--- src/rtl/ifetch_queue.sv ---
// ifetch_queue: sequential instruction fetch front end with a prefetch FIFO.
// Issues word-aligned fetch requests under a credit rule (in-flight plus
// buffered never exceeds DEPTH), tags in-order responses with their PC and
// presents {pc, instruction} to decode. A redirect flushes the FIFO and
// marks every request still outstanding as stale so its response is dropped.
// Optional feature: define IFETCH_BYPASS_EN to forward a kept response
// straight to the decode outputs when the FIFO is empty (0-cycle latency).
module ifetch_queue #(
    parameter int unsigned DEPTH    = 4,
    parameter logic [31:0] RESET_PC = 32'h8000_0000
) (
    input  logic        clk,
    input  logic        reset_n,
    input  logic        redirect_valid,
    input  logic [31:0] redirect_pc,
    output logic        mem_req_valid,
    output logic [31:0] mem_req_addr,
    input  logic        mem_req_ready,
    input  logic        mem_rsp_valid,
    input  logic [31:0] mem_rsp_data,
    output logic        inst_valid,
    output logic [31:0] inst_pc,
    output logic [31:0] inst_data,
    input  logic        inst_ready
);

    localparam int unsigned AW = $clog2(DEPTH);
    localparam int unsigned CW = AW + 1;

    typedef logic [CW-1:0] cnt_t;
    typedef logic [AW-1:0] ptr_t;

    localparam cnt_t          DEPTH_C = cnt_t'(DEPTH);
    localparam logic [CW:0]   DEPTH_W = (CW+1)'(DEPTH);

    logic [31:0] fetch_pc;
    logic [31:0] rsp_pc;
    cnt_t        in_flight;
    cnt_t        drop_cnt;
    cnt_t        count;
    ptr_t        head;
    ptr_t        tail;

    logic [31:0] pc_mem   [DEPTH];
    logic [31:0] data_mem [DEPTH];

    logic [CW:0] credit_used;
    logic        req_fire;
    logic        rsp_keep;
    logic        bypass;
    logic        head_valid;
    logic        push;
    logic        pop;
    cnt_t        in_flight_next;
    logic [31:0] redirect_aligned;

    assign redirect_aligned = redirect_pc & ~32'h0000_0003;

    // Credit rule: a FIFO slot is reserved for every outstanding request.
    assign credit_used   = {1'b0, in_flight} + {1'b0, count};
    assign mem_req_valid = !redirect_valid && (credit_used < DEPTH_W);
    assign mem_req_addr  = fetch_pc;
    assign req_fire      = mem_req_valid && mem_req_ready;

    // A response is kept only when no stale words remain and no redirect is
    // being taken this cycle.
    assign rsp_keep      = mem_rsp_valid && (drop_cnt == '0) && !redirect_valid;

    assign in_flight_next = in_flight + cnt_t'(req_fire) - cnt_t'(mem_rsp_valid);

    assign head_valid = (count != '0);

`ifdef IFETCH_BYPASS_EN
    assign bypass = rsp_keep && !head_valid;
`else
    assign bypass = 1'b0;
`endif

    assign inst_valid = head_valid || bypass;

    // A bypassed word taken by decode in the same cycle never enters the FIFO.
    assign push = rsp_keep && !(bypass && inst_ready);
    assign pop  = head_valid && inst_ready;

    // Decode-side output mux: head entry, bypassed response, or zeros when empty.
    always_comb begin
        inst_pc   = '0;
        inst_data = '0;
        if (head_valid) begin
            inst_pc   = pc_mem[head];
            inst_data = data_mem[head];
        end else if (bypass) begin
            inst_pc   = rsp_pc;
            inst_data = mem_rsp_data;
        end
    end

    // Fetch/response bookkeeping and FIFO pointers; redirect overrides all else.
    always_ff @(posedge clk or negedge reset_n) begin
        if (!reset_n) begin
            fetch_pc  <= RESET_PC;
            rsp_pc    <= RESET_PC;
            in_flight <= '0;
            drop_cnt  <= '0;
            count     <= '0;
            head      <= '0;
            tail      <= '0;
        end else begin
            in_flight <= in_flight_next;
            if (redirect_valid) begin
                fetch_pc <= redirect_aligned;
                rsp_pc   <= redirect_aligned;
                drop_cnt <= in_flight_next;
                count    <= '0;
                head     <= '0;
                tail     <= '0;
            end else begin
                if (req_fire) begin
                    fetch_pc <= fetch_pc + 32'd4;
                end
                if (mem_rsp_valid && (drop_cnt != '0)) begin
                    drop_cnt <= drop_cnt - cnt_t'(1);
                end
                if (rsp_keep) begin
                    rsp_pc <= rsp_pc + 32'd4;
                end
                if (push) begin
                    tail <= tail + ptr_t'(1);
                end
                if (pop) begin
                    head <= head + ptr_t'(1);
                end
                count <= count + cnt_t'(push) - cnt_t'(pop);
            end
        end
    end

    // FIFO storage; contents need no reset since count gates visibility.
    always_ff @(posedge clk) begin
        if (push) begin
            pc_mem[tail]   <= rsp_pc;
            data_mem[tail] <= mem_rsp_data;
        end
    end

    rsp_into_full_fifo: assert property (
        @(posedge clk) disable iff (!reset_n)
        !(mem_rsp_valid && (count == DEPTH_C))
    );

endmodule

--- config.mk ---
export PLATFORM = sky130hd
export DESIGN_NAME = ifetch_queue
export DESIGN_NICKNAME = d
export VERILOG_FILES = /design/src/rtl/ifetch_queue.sv
export SDC_FILE = /design/constraint.sdc
export NUM_CORES = 1
export LEC_CHECK = 0
export BUFFER_PORTS_ARGS = -buffer_cell sky130_fd_sc_hd__clkbuf_2
export CORE_ASPECT_RATIO = 0.9
export CORE_MARGIN = 5
export CORE_UTILIZATION = 54
export CTS_BUF_LIST = sky130_fd_sc_hd__clkbuf_4 sky130_fd_sc_hd__clkbuf_8
export DETAILED_ROUTE_END_ITERATION = 10
export GPL_TIMING_DRIVEN = 0
export MAX_ROUTING_LAYER = met4
export PLACE_DENSITY = 0.78
export SYNTH_ARGS = -nofsm -noshare
export SYNTH_HDL_FRONTEND = slang
export SYNTH_SLANG_ARGS = --single-unit
--- constraint.sdc ---
create_clock -name clk -period 5 [get_ports clk]
set_input_delay 0.25 -clock clk [delete_from_list [all_inputs] [get_ports clk]]
set_output_delay 0.25 -clock clk [all_outputs]
set_load 0.005 [all_outputs]
==> results_dict.tcl, run 1 <==
set metrics [dict create \
    die_w_um 177 \
    fin_cells 1472 \
    antenna_left 0 \
    fmax_ghz 0.312 \
    grt_pass1_vias 8372 \
    die_area_mm2 0.0285 \
    wl_per_cell_um 19.3 \
    p_int_w 0.00513 \
    finalCritPeriodShare_pct 64.0 \
    clk_path_buf_depth 3 \
    grt_first_pass_wirelength_um 45500 \
    setup_tns_ps 0 \
    finalSetupViolations 0 \
    reg2reg_depth 12 \
    rsz0062_at_grt "no" \
    place.gp.congestion 0.837 \
    syn2layout_area_growth_pct 21.7 \
    cp_max_fo 10 \
    layout_setup_ws_ps 1800 \
    peakVddDrop_v 0.000230 \
    fp.dieH_um 161 \
    required_ps 4750 \
    groute.usage.overall_pct 21.0 \
    grt_start_max_net_pins 58 \
    drv_cap 0 \
    rows 55 \
    r2r_end "drop_cnt[2]$_DFFE_PN0P_" \
    dpl.hpwl_um 18700 \
    slew_violations 0 \
    dp_slack_ps 2000 \
    power_density_mw_per_mm2 431 \
    antenna_cells 0 \
    min_path_type "in -> reg" \
    slew_headroom_pct 30.1 \
    clock_sinks 321 \
    finalHoldViolCount 0 \
    multi_input_area_mm2 0.00414 \
    crit_path_end_kind "primary output" \
    critical_path_arrival_ps 2950 \
    whs_ps 84.5 \
    routed_via_density 5.43 \
    initial_core_util_pct 54.6 \
    criticalPathCategory "reg -> out" \
    synth_top_area_share_pct 54.6 \
    drc 0 \
    ys_types 47 \
    holdPathEnd "mem_req_addr[17]$_DFFE_PN0N_" \
    layout_common_cells "248 x edfxtp_1, 160 x clkbuf_2, 71 x dfrtp_1" \
    antenna_found_initial 0 \
    switching_power_w 0.00202 \
    port_buffers 161 \
    worstMarginPinSlew_ps 1040 \
    gr-total-overflow 0 \
    dp_cells 1325 \
    nets 1180 \
    yosys.area.top_type "edfxtp_1" \
    clk_transition_reported_paths_ps 60 \
    drive_gt1_share_pct 33.3 \
    period_needed_ps 3200 \
    clkPwrFrac_pct 29.4 \
    power_w 0.00715 \
    p_comb_share_pct 25.5 \
    cts_made_buffers 50 \
    vias 7990 \
    synth_edf_count 248 \
    hold_path_depth 3 \
    routed_wl_um 28400 \
    cts_tree "built" \
    crit_start "head[0]$_DFFE_PN0P_" \
    h-tree-depth 2 \
    synthFlopType "edfxtp_1" \
    cp-start-kind "register" \
    drt-initial-drc-count 615 \
    cts_setup_buffers 0 \
    r2r_slack_ps 1960 \
    switching_share_pct 28.2 \
    syn_area_mm2 0.0136 \
    p_leak_nw 6.06 \
    core-area_mm2 0.0250 \
    final-seq-area_mm2 0.00928 \
    yosysSeqAreaShare_pct 68.0 \
    ys_warn_count 0 \
    min_from "redirect_pc[17]" \
    syn_area_per_cell_um2 16.7 \
    dr.pass1.iters 5 \
    ys_top_cells_by_area "edfxtp_1 55%, dfrtp_1 13%, mux4_2 10%" \
    synthCells 814 \
    root_buffer "clkbuf_8" \
    async_reset_ff_share_pct 22.7 \
    status "completed" \
    seqPwrFrac_pct 45.1 \
    ys_ff_latch 321 \
    r2r-start "in_flight[2]$_DFF_PN0_" \
    finClkSkew_ps 16.9 \
    fill_cells 1711 \
    io_pins 168 \
    clk_latency_ps 580 \
    mostFrequentLayoutCell "edfxtp_1" \
]
[critical path, cell delays in order, from the launching register on]
cell and delay, ps:
dfrtp_1 320, clkbuf_1 470, buf_1 690, mux4_2 580
and2_1 190, clkbuf_2 120
[cells in the mapped netlist, types with 2 or more instances]
master / count
a21boi_0: 8
a21oi_1: 8
a31oi_1: 3
and2_1: 68
and3_1: 15
and4_1: 2
buf_1: 2
buf_2: 5
buf_4: 4
buf_6: 2
clkbuf_1: 29
dfrtp_1: 71
dfstp_2: 2
edfxtp_1: 248
fa_1: 2
ha_1: 14
inv_1: 13
mux2_2: 42
mux2i_1: 2
mux4_2: 62
nand2_1: 31
nand2b_1: 6
nand3_1: 20
nand4_1: 23
nor2_1: 23
nor3_1: 9
nor3b_1: 2
nor4_1: 10
o21ai_0: 3
or2_2: 2
or3_1: 2
or4_1: 2
or4_4: 3
xnor2_1: 43
xor2_1: 21
[cell families after synthesis]
| group | Yosys count | share of synthesized area, % |
|---|---|---|
| AO/OA/AOI/OAI | 23 | 1.04 |
| XOR/XNOR | 64 | 4.11 |
| adder cells (fa/ha/maj) | 16 | 1.58 |
| buffers and inverters | 56 | 1.81 |
| flip-flops | 321 | 68.0 |
| multiplexers | 106 | 13.9 |
| other | 1 | 0.0275 |
| AND/OR/NAND/NOR | 227 | 9.54 |
[through the flow]
| step | utilization, % | cell area, um2 |
|---|---|---|
| after CTS | 66.4 | 16600 |
| after detailed placement | 60.2 | 15000 |
| final | 66.4 | 16600 |
| after global placement | 59.6 | 14900 |
| after floorplan | - | 13600 |
| after global routing | 66.4 | 16600 |
[power by group through the flow]
stage                     logic [W]  clock network (W)  registers, W
after floorplan             0.00115                  0       0.00323
after global placement      0.00177                  0       0.00327
after detailed placement    0.00182                  0       0.00327
after CTS                   0.00186            0.00214       0.00322
after global routing        0.00203            0.00228       0.00324
final                       0.00182            0.00210       0.00322
[worst max path at each step]
| stage | end | slack (ps) | depth (start not counted) |
|---|---|---|---|
| 3_3_place_gp | data_mem[1][8]$_DFFE_PP_ | 840 | 5 |
| 6_report | inst_data[29] | 1800 | 5 |
| 3_5_place_dp | drop_cnt[2]$_DFFE_PN0P_ | 2000 | 12 |
| 2_1_floorplan | data_mem[0][0]$_DFFE_PP_ | 2000 | 5 |
| 5_1_grt | inst_data[29] | 1470 | 5 |
| 4_1_cts | inst_data[29] | 1640 | 5 |
[repair_timing]
| item | 4_1_cts | 5_1_grt |
|---|---|---|
| gates resized for setup | 0 | 0 |
| hold buffers | 59 | 0 |
| endpoints found under the hold margin | 206 | 0 |
[cell type report]
| class | instances | area share (%) |
|---|---|---|
| multi-input cells | 440 | 25.0 |
| plain buffers | 42 | 1.17 |
| well taps | 342 | 2.58 |
| inverters | 14 | 0.317 |
| clock buffers | 73 | 5.30 |
| repair buffers | 225 | 9.26 |
| clock inverters | 15 | 0.498 |
| flip-flops and latches | 321 | 55.9 |
[per-layer routing]
metal	routed length [um]	track usage [%]
met5	0	-
met3	1550	2.85
met1	13100	30.7
met4	481	5.98
met2	13300	31.4
[registers in the layout (all words and copies together) (netlist names)]
| signal | count |
|---|---|
| data_mem | 128 |
| pc_mem | 120 |
| mem_req_addr | 30 |
| rsp_pc | 30 |
| count | 3 |
| drop_cnt | 3 |
| in_flight | 3 |
| head | 2 |
| tail | 2 |
Note: power is estimated with default switching activity, not from simulation.
==> run 2: changes to the inputs <==
==> constraint.sdc (replaced) <==
create_clock -name clk -period 3.1 [get_ports clk]
set_input_delay 0.155 -clock clk [delete_from_list [all_inputs] [get_ports clk]]
set_output_delay 0.155 -clock clk [all_outputs]
set_load 0.005 [all_outputs]
==> results_dict.tcl, run 2 (same netlist as run 1, synthesis figures left out) <==
set metrics [dict create \
    antenna_found_initial 0 \
    wl_per_cell_um 19.3 \
    largest_reg_flops 128 \
    cts_tree "built" \
    peakVddDrop_v 0.000371 \
    dp_slack_ps 104 \
    antenna_cells 0 \
    rsz0062_at_grt "no" \
    finClkSkew_ps 18.3 \
    crit_path_end_kind "register" \
    min_from "mem_rsp_valid" \
    fmax_ghz 0.341 \
    drv_cap 0 \
    port_buffers 161 \
    io_pins 168 \
    reg_top3 "data_mem: 128 flops, pc_mem: 120 flops" \
    h-tree-depth 2 \
    vias 8043 \
    grt_start_max_net_pins 58 \
    dr.pass1.iters 5 \
    syn2layout_area_growth_pct 22.0 \
    slew_headroom_pct 29.0 \
    cp-start-kind "register" \
    place.gp.congestion 0.837 \
    drt-initial-drc-count 574 \
    slew_violations 0 \
    mostFrequentLayoutCell "edfxtp_1" \
    utilization_pct 66.6 \
    r2r_slack_ps 170 \
    clk_latency_ps 580 \
    status "completed" \
    criticalPathCategory "reg -> reg" \
    root_buffer "clkbuf_8" \
    fp.dieH_um 161 \
    finalHoldViolCount 0 \
    groute.usage.overall_pct 20.9 \
    routed_wl_um 28500 \
    regMostFlops "data_mem" \
    layout_common_cells "248 x edfxtp_1, 160 x clkbuf_2, 71 x dfrtp_1" \
    cp_max_fo 4 \
    die_area_mm2 0.0285 \
    clk_transition_reported_paths_ps 60 \
    core-area_mm2 0.0250 \
    critical_path_arrival_ps 3420 \
    rows 55 \
    grt_first_pass_wirelength_um 45500 \
    drive_gt1_share_pct 33.4 \
    r2r-start "in_flight[2]$_DFF_PN0_" \
    p_leak_nw 6.07 \
    crit_start "in_flight[2]$_DFF_PN0_" \
    worstMarginPinSlew_ps 1060 \
    finalSetupViolations 0 \
    gr-total-overflow 0 \
    routed_via_density 5.46 \
    period_needed_ps 2930 \
    layout_setup_ws_ps 169 \
    cts_setup_buffers 0 \
    clk_path_buf_depth 3 \
    clock_sinks 321 \
    dpl.hpwl_um 18700 \
    finalCritPeriodShare_pct 94.6 \
    die_w_um 177 \
    cts_made_buffers 50 \
    power_density_mw_per_mm2 694 \
    initial_core_util_pct 54.6 \
    nets 1182 \
    drc 0 \
    min_path_type "in -> reg" \
    antenna_left 0 \
    grt_pass1_vias 8360 \
    required_ps 3580 \
]
## run 2: changes by cell type in the layout (fill, tap and decap cells not counted)
| cell | previous run | this run |
|---|---|---|
| nor3_2 | 0 | 1 |
| clkbuf_1 | 29 | 28 |
| dlygate4sd3_1 | 59 | 62 |
| nor3_1 | 9 | 8 |
| clkdlybuf4s15_2 | 0 | 1 |
| buf_1 | 2 | 1 |
## run 2: report_power, final
part | total [W] | internal, W | switching [W] | leakage [nW]
Combinational | 0.00293 | 0.00151 | 0.00142 | 2.47
Sequential | 0.00522 | 0.00494 | 0.000276 | 3.09
Clock | 0.00338 | 0.00183 | 0.00156 | 0.519
Total | 0.0115 | 0.00828 | 0.00326 | 6.07
## run 2: layout make-up
class | instances | area [um2]
flip-flops and latches | 321 | 9280
inverters | 14 | 52.6
fillers | 1703 | 8350
plain buffers | 41 | 198
repair buffers | 228 | 1570
multi-input cells | 440 | 4150
clock buffers | 73 | 880
clock inverters | 15 | 82.6
well taps | 342 | 428
## run 2: critical path, cell delays in order, from the launching register on
cell,delay [ps]
dfrtp_1,400
ha_1,310
or3_2,510
nor3_2,280
inv_1,80
ha_1,270
inv_1,60
ha_1,130
inv_1,50
fa_1,380
xnor2_1,210
nand2_1,80
o21ai_0,100
## run 2: through the flow
stage	hold WS, ps	setup TNS, ps	std cells	power, W	instance area (um2)
after global routing	45.3	0	1474	0.0122	16600
after floorplan	-141	0	817	0.00707	13600
final	46.8	0	1474	0.0115	16600
after detailed placement	156	0	1325	0.00821	15000
after global placement	373	-250890	1320	0.00813	14900
after CTS	6.75	0	1475	0.0117	16600
## run 2: final timing paths
kind | cells after the start | end
min | 4 | drop_cnt[2]$_DFFE_PN0P_
min reg2reg | 1 | in_flight[0]$_DFF_PN0_
min in group asynchronous | 2 | head[0]$_DFFE_PN0P_
max | 12 | drop_cnt[2]$_DFFE_PN0P_
max reg2reg | 12 | drop_cnt[2]$_DFFE_PN0P_
max in group asynchronous | 3 | rsp_pc[31]$_DFFE_PN1N_
## run 2: what timing repair did
action,in CTS,in global routing
gates resized for setup,2,1
gates cloned,0,0
hold buffers,62,0
setup endpoints to repair,8,13
endpoints found under the hold margin,257,0
## run 2: routing by layer
| metal | global-route usage [%] | up-vias | part of all wire, % |
|---|---|---|---|
| li1 | - | 3665 | - |
| met1 | 30.5 | 4068 | 45 |
| met2 | 31.5 | 267 | 47 |
| met3 | 2.92 | 43 | 5.6 |
| met4 | 5.98 | 0 | 1.7 |
| met5 | - | - | 0 |
